==> src/rtl/seg_scan_driver_if.sv <==
// Signal bundle between the display-value source and the 7-segment scan driver.
// The source drives value/digit_en/dp_in; the scanner drives anodes, code, dp_n and frame_done.
interface seg_scan_driver_if;
    logic [31:0] value;
    logic [7:0]  digit_en;
    logic [7:0]  dp_in;
    logic [7:0]  an;
    logic [3:0]  code;
    logic        dp_n;
    logic        frame_done;

    modport master (
        output value, digit_en, dp_in,
        input  an, code, dp_n, frame_done
    );

    modport slave (
        input  value, digit_en, dp_in,
        output an, code, dp_n, frame_done
    );
endinterface

==> src/rtl/seg_scan_driver.sv <==
// Time-multiplexed scanner for an 8-digit common-anode 7-segment display.
// Inputs are captured once per frame into shadow registers so a digit never tears mid-scan.
module seg_scan_driver #(
    parameter int DIV_CYCLES = 100000,
    parameter int GUARD      = 2
) (
    input logic             clk,
    input logic             rst,
    seg_scan_driver_if.slave bus
);

    localparam int              CNT_W    = (DIV_CYCLES > 1) ? $clog2(DIV_CYCLES) : 1;
    localparam logic [CNT_W-1:0] CNT_LAST = CNT_W'(DIV_CYCLES - 1);

    logic [CNT_W-1:0] cnt;
    logic [2:0]       idx;
    logic             load_pending;
    logic [31:0]      val_s;
    logic [7:0]       en_s;
    logic [7:0]       dp_s;

    logic             tick;
    logic             frame_end;
    logic             load;
    logic             in_guard;

    assign tick      = (cnt == CNT_LAST);
    assign frame_end = tick && (idx == 3'd7);
    assign load      = load_pending || frame_end;

    // With no guard band the blanking compare would be constant, so it is dropped entirely.
    generate
        if (GUARD == 0) begin : g_no_guard
            assign in_guard = 1'b0;
        end else begin : g_guard
            localparam logic [CNT_W-1:0] GUARD_C = CNT_W'(GUARD);
            assign in_guard = (cnt < GUARD_C);
        end
    endgenerate

    function automatic logic [7:0] anode_sel(input logic [2:0] i, input logic lit);
        logic [7:0] r;
        r = 8'hFF;
        if (lit) begin
            r = ~(8'h01 << i);
        end
        return r;
    endfunction

    always_ff @(posedge clk) begin
        if (rst) begin
            cnt            <= '0;
            idx            <= 3'd0;
            load_pending   <= 1'b1;
            val_s          <= 32'h0;
            en_s           <= 8'h00;
            dp_s           <= 8'h00;
            bus.an         <= 8'hFF;
            bus.code       <= 4'h0;
            bus.dp_n       <= 1'b1;
            bus.frame_done <= 1'b0;
        end else begin
            // Slot timing: prescaler and digit index
            cnt <= tick ? '0 : cnt + 1'b1;
            if (tick) begin
                idx <= idx + 3'd1;
            end

            // Frame-boundary capture; the new contents take effect from digit 0
            load_pending <= 1'b0;
            if (load) begin
                val_s <= bus.value;
                en_s  <= bus.digit_en;
                dp_s  <= bus.dp_in;
            end

            // Output stage: one cycle behind the current slot position
            bus.code       <= val_s[{idx, 2'b00} +: 4];
            bus.dp_n       <= ~dp_s[idx];
            bus.an         <= anode_sel(idx, !in_guard && en_s[idx]);
            bus.frame_done <= frame_end;
        end
    end

endmodule

==> src/flat_wrapper.sv <==
// flat-port wrapper written by rule: the top's interface ports become plain ports
module seg_scan_driver_flat 
#(
    parameter int DIV_CYCLES = 100000,
    parameter int GUARD      = 2
)
  (clk, rst, bus_value, bus_digit_en, bus_dp_in, bus_an, bus_code, bus_dp_n, bus_frame_done);
  seg_scan_driver_if bus_i ();
  input logic clk;
  input logic rst;
  input wire logic [$bits(bus_i.value)-1:0] bus_value;
  input wire logic [$bits(bus_i.digit_en)-1:0] bus_digit_en;
  input wire logic [$bits(bus_i.dp_in)-1:0] bus_dp_in;
  output wire logic [$bits(bus_i.an)-1:0] bus_an;
  output wire logic [$bits(bus_i.code)-1:0] bus_code;
  output wire logic [$bits(bus_i.dp_n)-1:0] bus_dp_n;
  output wire logic [$bits(bus_i.frame_done)-1:0] bus_frame_done;
  assign bus_i.value = bus_value;
  assign bus_i.digit_en = bus_digit_en;
  assign bus_i.dp_in = bus_dp_in;
  assign bus_an = bus_i.an;
  assign bus_code = bus_i.code;
  assign bus_dp_n = bus_i.dp_n;
  assign bus_frame_done = bus_i.frame_done;
  seg_scan_driver #(.DIV_CYCLES(DIV_CYCLES), .GUARD(GUARD)) u_core (.clk(clk), .rst(rst), .bus(bus_i));
endmodule
==> config.mk <==
export PLATFORM = sky130hd
export DESIGN_NAME = seg_scan_driver_flat
export DESIGN_NICKNAME = d
export VERILOG_FILES = /design/src/rtl/seg_scan_driver_if.sv /design/src/rtl/seg_scan_driver.sv /design/src/flat_wrapper.sv
export SDC_FILE = /design/constraint.sdc
export NUM_CORES = 1
export LEC_CHECK = 0
export ABC_AREA = 1
export BUFFER_PORTS_ARGS = -buffer_cell sky130_fd_sc_hd__buf_2
export CORE_UTILIZATION = 60
export DETAILED_ROUTE_END_ITERATION = 7
export GPL_TIMING_DRIVEN = 0
export PLACE_DENSITY = 0.89
export SLEW_MARGIN = 20
export SYNTH_ARGS = -nofsm -noshare
export SYNTH_HDL_FRONTEND = slang
export SYNTH_SLANG_ARGS = --single-unit
==> constraint.sdc <==
create_clock -name clk -period 3.05 [get_ports clk]
set_input_delay 0.305 -clock clk [delete_from_list [all_inputs] [get_ports clk]]
set_output_delay 0.305 -clock clk [all_outputs]
set_load 0.02 [all_outputs]
==> run metrics, run 1 <==
layout cell share with drive strength beyond 1 19.1%; synth top area cells dfxtp_1 (41%), nand3_1 (9.2%), nand2_1 (7.8%); Syn Area/Cell 7.06 um^2; chip width 83.8 um; post-CTS setup buffer count 0; Synth top cells by count dfxtp_1 (83), nand2_1 (83), nor2_1 (80), nand3_1 (74), inv_1 (69); CP max stage delay 520 ps; vias in the first global route 3679; EDFF count, synth 0; Initial DRC Count 311; final core utilization 72.4%; filler instances 523; Synth top area share 41.4%; Post-Synthesis Cells 569; Slowest-stage cell, CP dfxtp_1; IO Count 64; Clock Skews 8.57 ps; worst r2r src u_core.idx[1]$_SDFFE_PP0P_; CTS tree yes; pwr/cell area 487 mW/mm^2; power share of the clock group 38.8%; R2R depth 7; HPWL Detailed 7080 um; Critical Path AT 2130 ps; asr flop ratio synth 0%; combinational share of power 10.1%; critical path type flip-flop to flip-flop; total wire length 9990 um; post-layout net count 700; Cell Area, Synth 0.00402 mm^2; f_max 0.533 GHz; max cap viols 0; Slew Viols, Final 0; Max FO, Critical Path 10; Switching Share 24.4%; Finished Cell Area 0.00465 mm^2; Routed wire per std cell 13.8 um; # DRC 6; failing checks design-rule violations; Worst slew margin 52.0%; Via Count 4001; FP Rows 29; worst hold-check path type input pin to flip-flop; clock-pin slew on the worst setup and hold paths 80 ps; Final Critical Period 1870 ps; Synth-to-Final Area Change 15.7%; Clock Latency Late Sink 360 ps; r2r setup slk 1180 ps; Die ar. 0.00702 mm^2; Sw Pwr 553 uW; first-pass GRT wire length 16100 um; Warnings, synthesis 0; worst slew pin tran 720 ps; Final ANT Viol Nets 0; Internal 1.71 mW; Root Driver clkbuf_8; antenna diode count 0; GR peak layer met2; sequential-to-total area share from yosys stat 41.4%; Net Count, Synth 626; dpl cell area 0.00443 mm^2; Critical Path RT 3310 ps; non-filler instance count after layout 725; hold_sp rst; RR Endpoint u_core.dp_s[7]$_SDFFE_PP0P_; via-per-instance ratio 5.52; maximum buffer depth of the clock tree 2; total congestion overflow 0; placed cell count 709; Hold Violations, Final 0; CTS sink count 83; die extent in y 83.8 um; critical-path cell list ha_1 -> ha_1 -> nand3_2 -> buf_6 -> buf_6 -> a21oi_2 -> nor2_1; Post-CTS Hold Buffers 0; H-tree Lvls 3; GR Layer Usage met3 6.73%; Setup crit end kind flip-flop; setup TNS 0 ps; largest net degree at the start of global routing 14; Worst VDD drop 0.000340 V; Leak 2.08 nW; Hold Path Cell Cnt 1; Synth area leader dfxtp_1; Reg power frac 51.0%; initial antenna violation count 0; outcome finished with violations; met2 GRT Util 49.7%; Resized cells post-CTS 0; final setup violation count 0; RSZ-0062 raised after global routing false; Post-synth top flop dfxtp_1; GRT Util Overall 29.0%; WHS 114 ps; Seq cells post-synth 83; period utilization 61.5%; Yosys cell types 26; WHS Endpoint u_core.load_pending$_DFF_P_; initial core utilization 62.5%; IO Port Bufs 63; GRT met1 Usage 33.3%; core area 0.00642 mm^2; Routability Congestion 0.917; TritonRoute pass-1 iters 8; Worst Setup Start Kind flip-flop; CTS buffer count 9
-- worst max-delay path, delay by kind of cell, from the launching register on --
kind | cells | cell delay, ps
adders and majority gates | 2 | 460
buffers and inverters | 2 | 370
and+or+nand+nor | 2 | 280
DFF | 1 | 520
AOI/OAI and AO/OA | 1 | 150
-- layer usage --
layer | vias up | routed length, um
met1 | 1805 | 4030
met2 | 175 | 4890
met5 | - | 0
li1 | 1988 | -
met4 | 0 | 314
met3 | 33 | 750
-- worst max path at each step --
stage	startpoint	to	cells after the start
floorplan	u_core.cnt[0]$_SDFF_PP0_	u_core.dp_s[0]$_SDFFE_PP0P_	10
global placement	u_core.cnt[0]$_SDFF_PP0_	u_core.dp_s[7]$_SDFFE_PP0P_	10
detailed placement	u_core.idx[1]$_SDFFE_PP0P_	u_core.dp_s[5]$_SDFFE_PP0P_	7
CTS	u_core.idx[1]$_SDFFE_PP0P_	u_core.dp_s[7]$_SDFFE_PP0P_	7
global route	u_core.idx[0]$_SDFFE_PP0P_	u_core.bus.code[0]$_SDFF_PP0_	6
finish	u_core.idx[1]$_SDFFE_PP0P_	u_core.dp_s[7]$_SDFFE_PP0P_	7
-- layout make-up --
| type | instances | area (um^2) | share of cell area [%] |
|---|---|---|---|
| Multi-Input combinational cell | 379 | 1910 | 41.2 |
| Sequential cell | 83 | 1660 | 35.8 |
| Timing Repair Buffer | 63 | 315 | 6.79 |
| Inverter | 72 | 270 | 5.82 |
| Buffer | 35 | 171 | 3.69 |
| Clock buffer | 12 | 145 | 3.12 |
| Tap cell | 77 | 96.3 | 2.07 |
| Clock inverter | 4 | 73.8 | 1.59 |
-- layout by cell type (no fill, tap or decap), drive strengths merged, types with 2 or more instances in the layout --
| master | netlist | final |
|---|---|---|
| nand3 | 75 | 75 |
| o221ai | 2 | 2 |
| and3 | 4 | 4 |
| nand4 | 9 | 9 |
| clkinv | 2 | 4 |
| o21ai | 28 | 28 |
| dfxtp | 83 | 83 |
| inv | 70 | 70 |
| nor3 | 3 | 3 |
| clkbuf | 19 | 31 |
| nor3b | 2 | 2 |
| nor2 | 82 | 82 |
| buf | 16 | 79 |
| nand2 | 83 | 83 |
| ha | 7 | 7 |
| bufinv | 0 | 2 |
| a21oi | 78 | 78 |
| xor2 | 3 | 3 |
-- state kept, by name (all words and copies together), names as in the netlist, 3 cells and up --
name             count
u_core.val_s        32
u_core.cnt          17
u_core.bus.an        8
u_core.dp_s          8
u_core.en_s          8
u_core.bus.code      4
u_core.idx           3
-- stage by stage --
step,power [mW],worst slack (ps)
finish,2.26,1180
global route,2.34,1010
CTS,2.26,1220
detailed placement,1.40,1250
global placement,1.39,1280
floorplan,1.32,1550
-- power by group through the flow --
| stage | clock, mW | combinational [mW] | sequential (mW) |
|---|---|---|---|
| CTS | 0.882 | 0.227 | 1.15 |
| global placement | 0 | 0.216 | 1.18 |
| global route | 0.921 | 0.258 | 1.16 |
| floorplan | 0 | 0.146 | 1.18 |
| detailed placement | 0 | 0.224 | 1.18 |
| finish | 0.879 | 0.229 | 1.16 |
-- cells by family (layout without fill, tap and decap cells) --
family / after synthesis / after routing / share of synthesized area [%]
XOR/XNOR: 4 / 4 / 0.872
flip-flops: 83 / 83 / 41.4
AO/OA/AOI/OAI: 108 / 108 / 16.4
AND/OR/NAND/NOR: 260 / 260 / 28.1
buffers and inverters: 107 / 186 / 11.0
adder cells (fa/ha/maj): 7 / 7 / 2.18
(Power assumes the default switching activity.)
==> run 2, diff against run 1 <==
Settings changed: CORE_UTILIZATION 60 to 51, PLACE_DENSITY 0.89 to 0.81.
Clock period 3.05 ns to 1.52 ns, I/O delays scaled along.
==> run metrics, run 2 (synthesis results as in run 1) <==
outcome finished with violations (unchanged); failing checks negative hold slack, negative setup slack (was design-rule violations); HPWL Detailed 6950 um (was 7080 um); Via Count 4262 (was 4001); max cap viols 0 (unchanged); origin of the worst setup path u_core.cnt[1]$_SDFF_PP0_ (was u_core.idx[1]$_SDFFE_PP0P_); GRT Util Overall 27.0% (was 29.0%); dpl cell area 0.00446 mm^2 (was 0.00443 mm^2); hold_sp bus_digit_en[0] (was rst); Setup crit end kind flip-flop (unchanged); H-tree Lvls 3 (unchanged); period utilization 110% (was 61.5%); Leak 2.44 nW (was 2.08 nW); CTS sink count 83 (unchanged); chip width 90.7 um (was 83.8 um); total congestion overflow 0 (unchanged); worst slew pin tran 659 ps (was 720 ps); Synth-to-Final Area Change 35.4% (was 15.7%); Max FO, Critical Path 6 (was 10); Slowest-stage cell, CP dfxtp_2 (was dfxtp_1); via-per-instance ratio 5.50 (was 5.52); Routability Congestion 0.874 (was 0.917); power share of the clock group 40.8% (was 38.8%); # DRC 0 (was 6); initial core utilization 53.9% (was 62.5%); layout cell share with drive strength beyond 1 30.0% (was 19.1%); Worst slew margin 56.1% (was 52.0%); total wire length 11800 um (was 9990 um); clock-pin slew on the worst setup and hold paths 100 ps (was 80 ps); first-pass GRT wire length 17700 um (was 16100 um); Initial DRC Count 373 (was 311); Slew Viols, Final 0 (unchanged); combinational share of power 11.4% (was 10.1%); Sw Pwr 1.25 mW (was 553 uW); Biggest register u_core.val_s (unchanged); filler instances 542 (was 523); Worst VDD drop 0.000501 V (was 0.000340 V); max reg flops 32 (unchanged); Root Driver clkbuf_8 (unchanged); antenna diode count 0 (unchanged); Crit path max-delay family simple AND/OR/NAND/NOR gates (was flip-flops); Worst Setup Start Kind flip-flop (unchanged); PnR worst setup slack -149 ps (was 1180 ps); CP bufs+invs 2 (unchanged); final core utilization 73.0% (was 72.4%); Reg power frac 47.8% (was 51.0%); pwr/cell area 895 mW/mm^2 (was 487 mW/mm^2); critical path type flip-flop to flip-flop (unchanged); worst r2r src u_core.cnt[1]$_SDFF_PP0_ (was u_core.idx[1]$_SDFFE_PP0P_); Critical Path AT 1970 ps (was 2130 ps); Finished Cell Area 0.00544 mm^2 (was 0.00465 mm^2); Routed wire per std cell 15.2 um (was 13.8 um); FP Rows 31 (was 29); Clock Skews 17.4 ps (was 8.57 ps); die extent in y 90.7 um (was 83.8 um); core area 0.00745 mm^2 (was 0.00642 mm^2); TritonRoute pass-1 iters 5 (was 8); Critical Path RT 1820 ps (was 3310 ps); final setup violation count 56 (was 0); r2r setup slk -150 ps (was 1180 ps); worst hold-check path type input pin to flip-flop (unchanged); maximum buffer depth of the clock tree 2 (unchanged); post-layout net count 728 (was 700); Hold Violations, Final 4 (was 0); IO Port Bufs 63 (unchanged); critical-path cell list ha_4 -> nand2_4 -> nor2_4 -> nand2_2 -> nor2_4 -> nand3_4 -> buf_8 -> clkbuf_16 -> nand3_2 -> nand2_1 -> nor2_1 (was ha_1 -> ha_1 -> nand3_2 -> buf_6 -> buf_6 -> a21oi_2 -> nor2_1); vias in the first global route 3866 (was 3679); Die ar. 0.00823 mm^2 (was 0.00702 mm^2); largest net degree at the start of global routing 16 (was 14); initial antenna violation count 0 (unchanged); biggest regs u_core.val_s x32, u_core.cnt x17 (unchanged); CTS buffer count 9 (unchanged); Final Critical Period 1670 ps (was 1870 ps); Switching Share 25.7% (was 24.4%); cell repeated most along the worst path nor2_4; CTS tree yes (unchanged); IO Count 64 (unchanged); f_max 0.599 GHz (was 0.533 GHz); Clock Latency Late Sink 370 ps (was 360 ps); most frequent cells in the layout dfxtp_1 (80), nand2_1 (75), nor2_1 (74) (was nand2_1 (83), dfxtp_1 (83), nor2_1 (80)); Final ANT Viol Nets 0 (unchanged); WHS -10.3 ps (was 114 ps); CP max stage delay 370 ps (was 520 ps); most common cell after layout, fill and taps aside dfxtp_1; Internal 3.61 mW (was 1.71 mW); RSZ-0062 raised after global routing true (was false)
-- run 2: timing repair --
action,4_1_cts,5_1_grt
hold buffers,5,0
endpoints found under the setup margin,82,82
gates resized for setup,52,62
endpoints found under the hold margin,5,0
buffers inserted,12,4
pin swaps,14,21
cloned,3,4
-- run 2: through the flow --
step                      setup TNS [ps]  worst slack, ps  power (mW)  instances
after floorplan                        0             18.3        2.66        569
after global placement            -14840             -288        2.80        731
after detailed placement          -16390             -301        2.81        731
after CTS                          -6280             -152        4.78        767
after global routing              -10860             -256        5.02        775
final                              -5390             -149        4.86        775
-- run 2: power groups by stage --
stage / sequential [mW] / combinational (mW) / clock, mW
detailed placement: 2.37 / 0.446 / 0
CTS: 2.32 / 0.485 / 1.98
finish: 2.33 / 0.555 / 1.98
global route: 2.33 / 0.613 / 2.08
global placement: 2.36 / 0.436 / 0
floorplan: 2.37 / 0.293 / 0
-- run 2: path summary, 6_finish.rpt --
path,to,cells after the start
setup reg to reg,u_core.dp_s[7]$_SDFFE_PP0P_,11
hold / removal,u_core.en_s[0]$_SDFFE_PP0P_,3
hold reg to reg,u_core.cnt[16]$_SDFF_PP0_,2
setup / recovery,u_core.dp_s[7]$_SDFFE_PP0P_,11
-- run 2: worst register-to-register path: stages, from the launching register on --
cell and delay (ps):
dfxtp_2 370, ha_4 160, nand2_4 60, nor2_4 100, nand2_2 70, nor2_4 130
nand3_4 150, buf_8 190, clkbuf_16 160, nand3_2 60, nand2_1 60, nor2_1 120
-- run 2: cell type report --
type                            count  area [um^2]  area share (%)
Buffer                             35          277            5.09
Clock buffer                        9          124            2.28
Clock inverter                      7          124            2.28
Inverter                           72          273            5.02
Multi-Input combinational cell    379         2180            40.1
Sequential cell                    83         1670            30.6
Tap cell                           99          124            2.28
Timing Repair Buffer               91          671            12.3
-- run 2: routing by layer --
layer / vias to the layer above / share of wire, % / track usage, %
li1: 2042 / - / -
met1: 1972 / 40 / 32.6
met2: 195 / 49 / 45.7
met3: 53 / 7.5 / 6.65
met4: 0 / 3.6 / 10.9
met5: - / 0 / 0
==> run 3, diff against run 2 <==
--- a/config.mk
+++ b/config.mk
@@ -8,8 +8,11 @@
 export ABC_AREA = 1
 export BUFFER_PORTS_ARGS = -buffer_cell sky130_fd_sc_hd__buf_2
-export CORE_UTILIZATION = 51
+export CELL_PAD_IN_SITES_DETAIL_PLACEMENT = 0
+export CELL_PAD_IN_SITES_GLOBAL_PLACEMENT = 1
+export CORE_UTILIZATION = 36
 export DETAILED_ROUTE_END_ITERATION = 7
 export GPL_TIMING_DRIVEN = 0
-export PLACE_DENSITY = 0.81
+export HOLD_SLACK_MARGIN = 0.1
+export PLACE_DENSITY = 0.8
 export SLEW_MARGIN = 20
 export SYNTH_ARGS = -nofsm -noshare
==> constraint.sdc (replaced) <==
create_clock -name clk -period 1.52 [get_ports clk]
set_input_delay 0.152 -clock clk [delete_from_list [all_inputs] [get_ports clk]]
set_output_delay 0.152 -clock clk [all_outputs]
set_load 0.1 [all_outputs]
==> run metrics, run 3 (synthesis results as in run 1) <==
outcome finished with violations (unchanged); failing checks negative setup slack (was negative hold slack, negative setup slack); cell repeated most along the worst path nor2_4 (unchanged); Hold Violations, Final 0 (was 4); vias in the first global route 3894 (was 3866); Worst Setup Start Kind flip-flop (unchanged); RR Endpoint u_core.dp_s[7]$_SDFFE_PP0P_ (unchanged); max cap viols 0 (unchanged); most common cell after layout, fill and taps aside dfxtp_1 (unchanged); Slowest-stage cell, CP dfxtp_2 (unchanged); CP max stage delay 350 ps (was 370 ps); die extent in y 108 um (was 90.7 um); initial antenna violation count 0 (unchanged); Critical Path RT 1790 ps (was 1820 ps); biggest regs u_core.val_s x32, u_core.cnt x17 (unchanged); Leak 2.47 nW (was 2.44 nW); total congestion overflow 0 (unchanged); PnR worst setup slack -122 ps (was -149 ps); Routability Congestion 0.795 (was 0.874); r2r setup slk -120 ps (was -150 ps); CTS buffer count 9 (unchanged); R2R depth 10 (was 11); most frequent cells in the layout dfxtp_1 (79), nor2_1 (75), nand2_1 (75) (was dfxtp_1 (80), nand2_1 (75), nor2_1 (74)); GRT Util Overall 21.0% (was 27.0%); IO Count 64 (unchanged); largest net degree at the start of global routing 13 (was 16); WHS 171 ps (was -10.3 ps); Hold Path Cell Cnt 4 (was 3); chip width 108 um (was 90.7 um); critical-path cell list ha_4 -> nand2_4 -> nor2_4 -> nand2_2 -> nor2_4 -> nand3_4 -> buf_12 -> clkbuf_16 -> a21oi_4 -> nor2_1 (was ha_4 -> nand2_4 -> nor2_4 -> nand2_2 -> nor2_4 -> nand3_4 -> buf_8 -> clkbuf_16 -> nand3_2 -> nand2_1 -> nor2_1); FP Rows 38 (was 31); final setup violation count 49 (was 56); layout cell share with drive strength beyond 1 25.6% (was 30.0%); Via Count 4136 (was 4262); IO Port Bufs 63 (unchanged); # DRC 0 (unchanged); met2 GRT Util 36.1% (was 45.7%); period utilization 108% (was 110%); hold_sp rst (was bus_digit_en[0]); H-tree Lvls 3 (unchanged); Initial DRC Count 268 (was 373); WHS Endpoint u_core.cnt[4]$_SDFF_PP0_ (was u_core.en_s[0]$_SDFFE_PP0P_); Critical Path AT 1910 ps (was 1970 ps); post-layout net count 761 (was 728); RSZ-0062 raised after global routing true (unchanged); filler instances 1070 (was 542); worst slew pin tran 629 ps (was 659 ps); critical path type flip-flop to flip-flop (unchanged); max reg flops 32 (unchanged); GR Layer Usage met3 5.45% (was 6.65%); Clock Skews 9.85 ps (was 17.4 ps); Final ANT Viol Nets 0 (unchanged); worst hold-check path type input pin to flip-flop (unchanged); Routed wire per std cell 13.7 um (was 15.2 um); Slew Viols, Final 0 (unchanged); worst r2r src u_core.cnt[0]$_SDFF_PP0_ (was u_core.cnt[1]$_SDFF_PP0_); core area 0.0108 mm^2 (was 0.00745 mm^2); Biggest register u_core.val_s (unchanged); GR peak layer met2 (unchanged); Worst slew margin 58.1% (was 56.1%); pwr/cell area 796 mW/mm^2 (was 895 mW/mm^2); Setup crit end kind flip-flop (unchanged); Clock Latency Late Sink 370 ps (about the same); clock-pin slew on the worst setup and hold paths 80 ps (was 100 ps); antenna diode count 0 (unchanged); Worst VDD drop 0.000485 V (was 0.000501 V); Synth-to-Final Area Change 40.2% (was 35.4%); Final Critical Period 1640 ps (was 1670 ps); Root Driver clkbuf_8 (unchanged); first-pass GRT wire length 18500 um (was 17700 um); CTS tree yes (unchanged); maximum buffer depth of the clock tree 2 (unchanged); initial core utilization 37.0% (was 53.9%); GRT met1 Usage 25.5% (was 32.6%); f_max 0.609 GHz (was 0.599 GHz); total wire length 11600 um (was 11800 um); CTS sink count 83 (unchanged); Die ar. 0.0116 mm^2 (was 0.00823 mm^2); HPWL Detailed 7610 um (was 6950 um); Max FO, Critical Path 8 (was 6); Final Power 4.48 mW (was 4.86 mW); via-per-instance ratio 4.88 (was 5.50); TritonRoute pass-1 iters 5 (unchanged)
==> run 3: cell types whose count changed in the layout (fill, tap and decap cells not counted), moves of 5 or more <==
cell / delta
a21oi_1: +5
a21oi_2: -5
buf_4: -8
buf_8: -5
dlygate4sd3_1: +44
==> run 3: cell type report <==
class / count / area, um^2 / area share, %
sequential: 83 / 1670 / 29.6
clock buffer: 13 / 169 / 3.00
inverter: 72 / 273 / 4.84
multi-input combinational: 379 / 2140 / 38.1
timing repair buffer: 124 / 952 / 16.9
buffer: 35 / 240 / 4.27
clock inverter: 2 / 10.0 / 0.178
tap: 140 / 175 / 3.11
==> run 3: critical path, delay by kind of cell (launching register included) <==
kind | cells | cell delay [ps]
buffers and inverters | 2 | 360
flip-flops | 1 | 350
AO/OA/AOI/OAI | 1 | 130
AND/OR/NAND/NOR | 6 | 550
adder cells (fa/ha/maj) | 1 | 150
==> run 3: how the worst max path moves through the flow <==
stage | startpoint | end | slack (ps) | cells after the start
CTS | u_core.cnt[1]$_SDFF_PP0_ | u_core.dp_s[5]$_SDFFE_PP0P_ | -150 | 10
global placement | u_core.idx[1]$_SDFFE_PP0P_ | u_core.dp_s[7]$_SDFFE_PP0P_ | -360 | 7
detailed placement | u_core.cnt[1]$_SDFF_PP0_ | u_core.val_s[9]$_SDFFE_PP0P_ | -330 | 9
floorplan | u_core.cnt[0]$_SDFF_PP0_ | u_core.dp_s[0]$_SDFFE_PP0P_ | 20 | 10
finish | u_core.cnt[0]$_SDFF_PP0_ | u_core.dp_s[7]$_SDFFE_PP0P_ | -120 | 10
global route | u_core.cnt[11]$_SDFF_PP0_ | u_core.val_s[22]$_SDFFE_PP0P_ | -210 | 9
==> run 3: power breakdown <==
group | switching, mW | internal (mW)
sequential | 0.0428 | 2.27
combinational | 0.359 | 0.296
clock | 0.794 | 0.715
total | 1.20 | 3.29
==> run 3: timing repair <==
item                                   CTS  global route
setup endpoints to repair               79            77
cloned                                   3             1
pin swaps                               16            26
endpoints found under the hold margin   51             0
setup buffers                            7             1
hold buffers                            49             0
gates resized for setup                 56            35
==> run 3: per-layer routing <==
metal / vias to the layer above / routed length, um
met4: 0 / 176
met2: 79 / 5640
li1: 2109 / -
met1: 1933 / 5410
met3: 15 / 404
met5: - / 0
==> run 3: through the flow <==
step,instance area [um^2],worst slack (ps),TNS [ps],std cells,utilization (%)
4_1_cts,5460,-150,-5740,846,50.3
6_report,5630,-122,-3180,848,52.0
2_1_floorplan,4020,18.3,0,569,-
5_1_grt,5630,-210,-9790,848,52.0
3_5_place_dp,4510,-334,-19920,772,41.6
3_3_place_gp,4510,-357,-19820,772,41.6
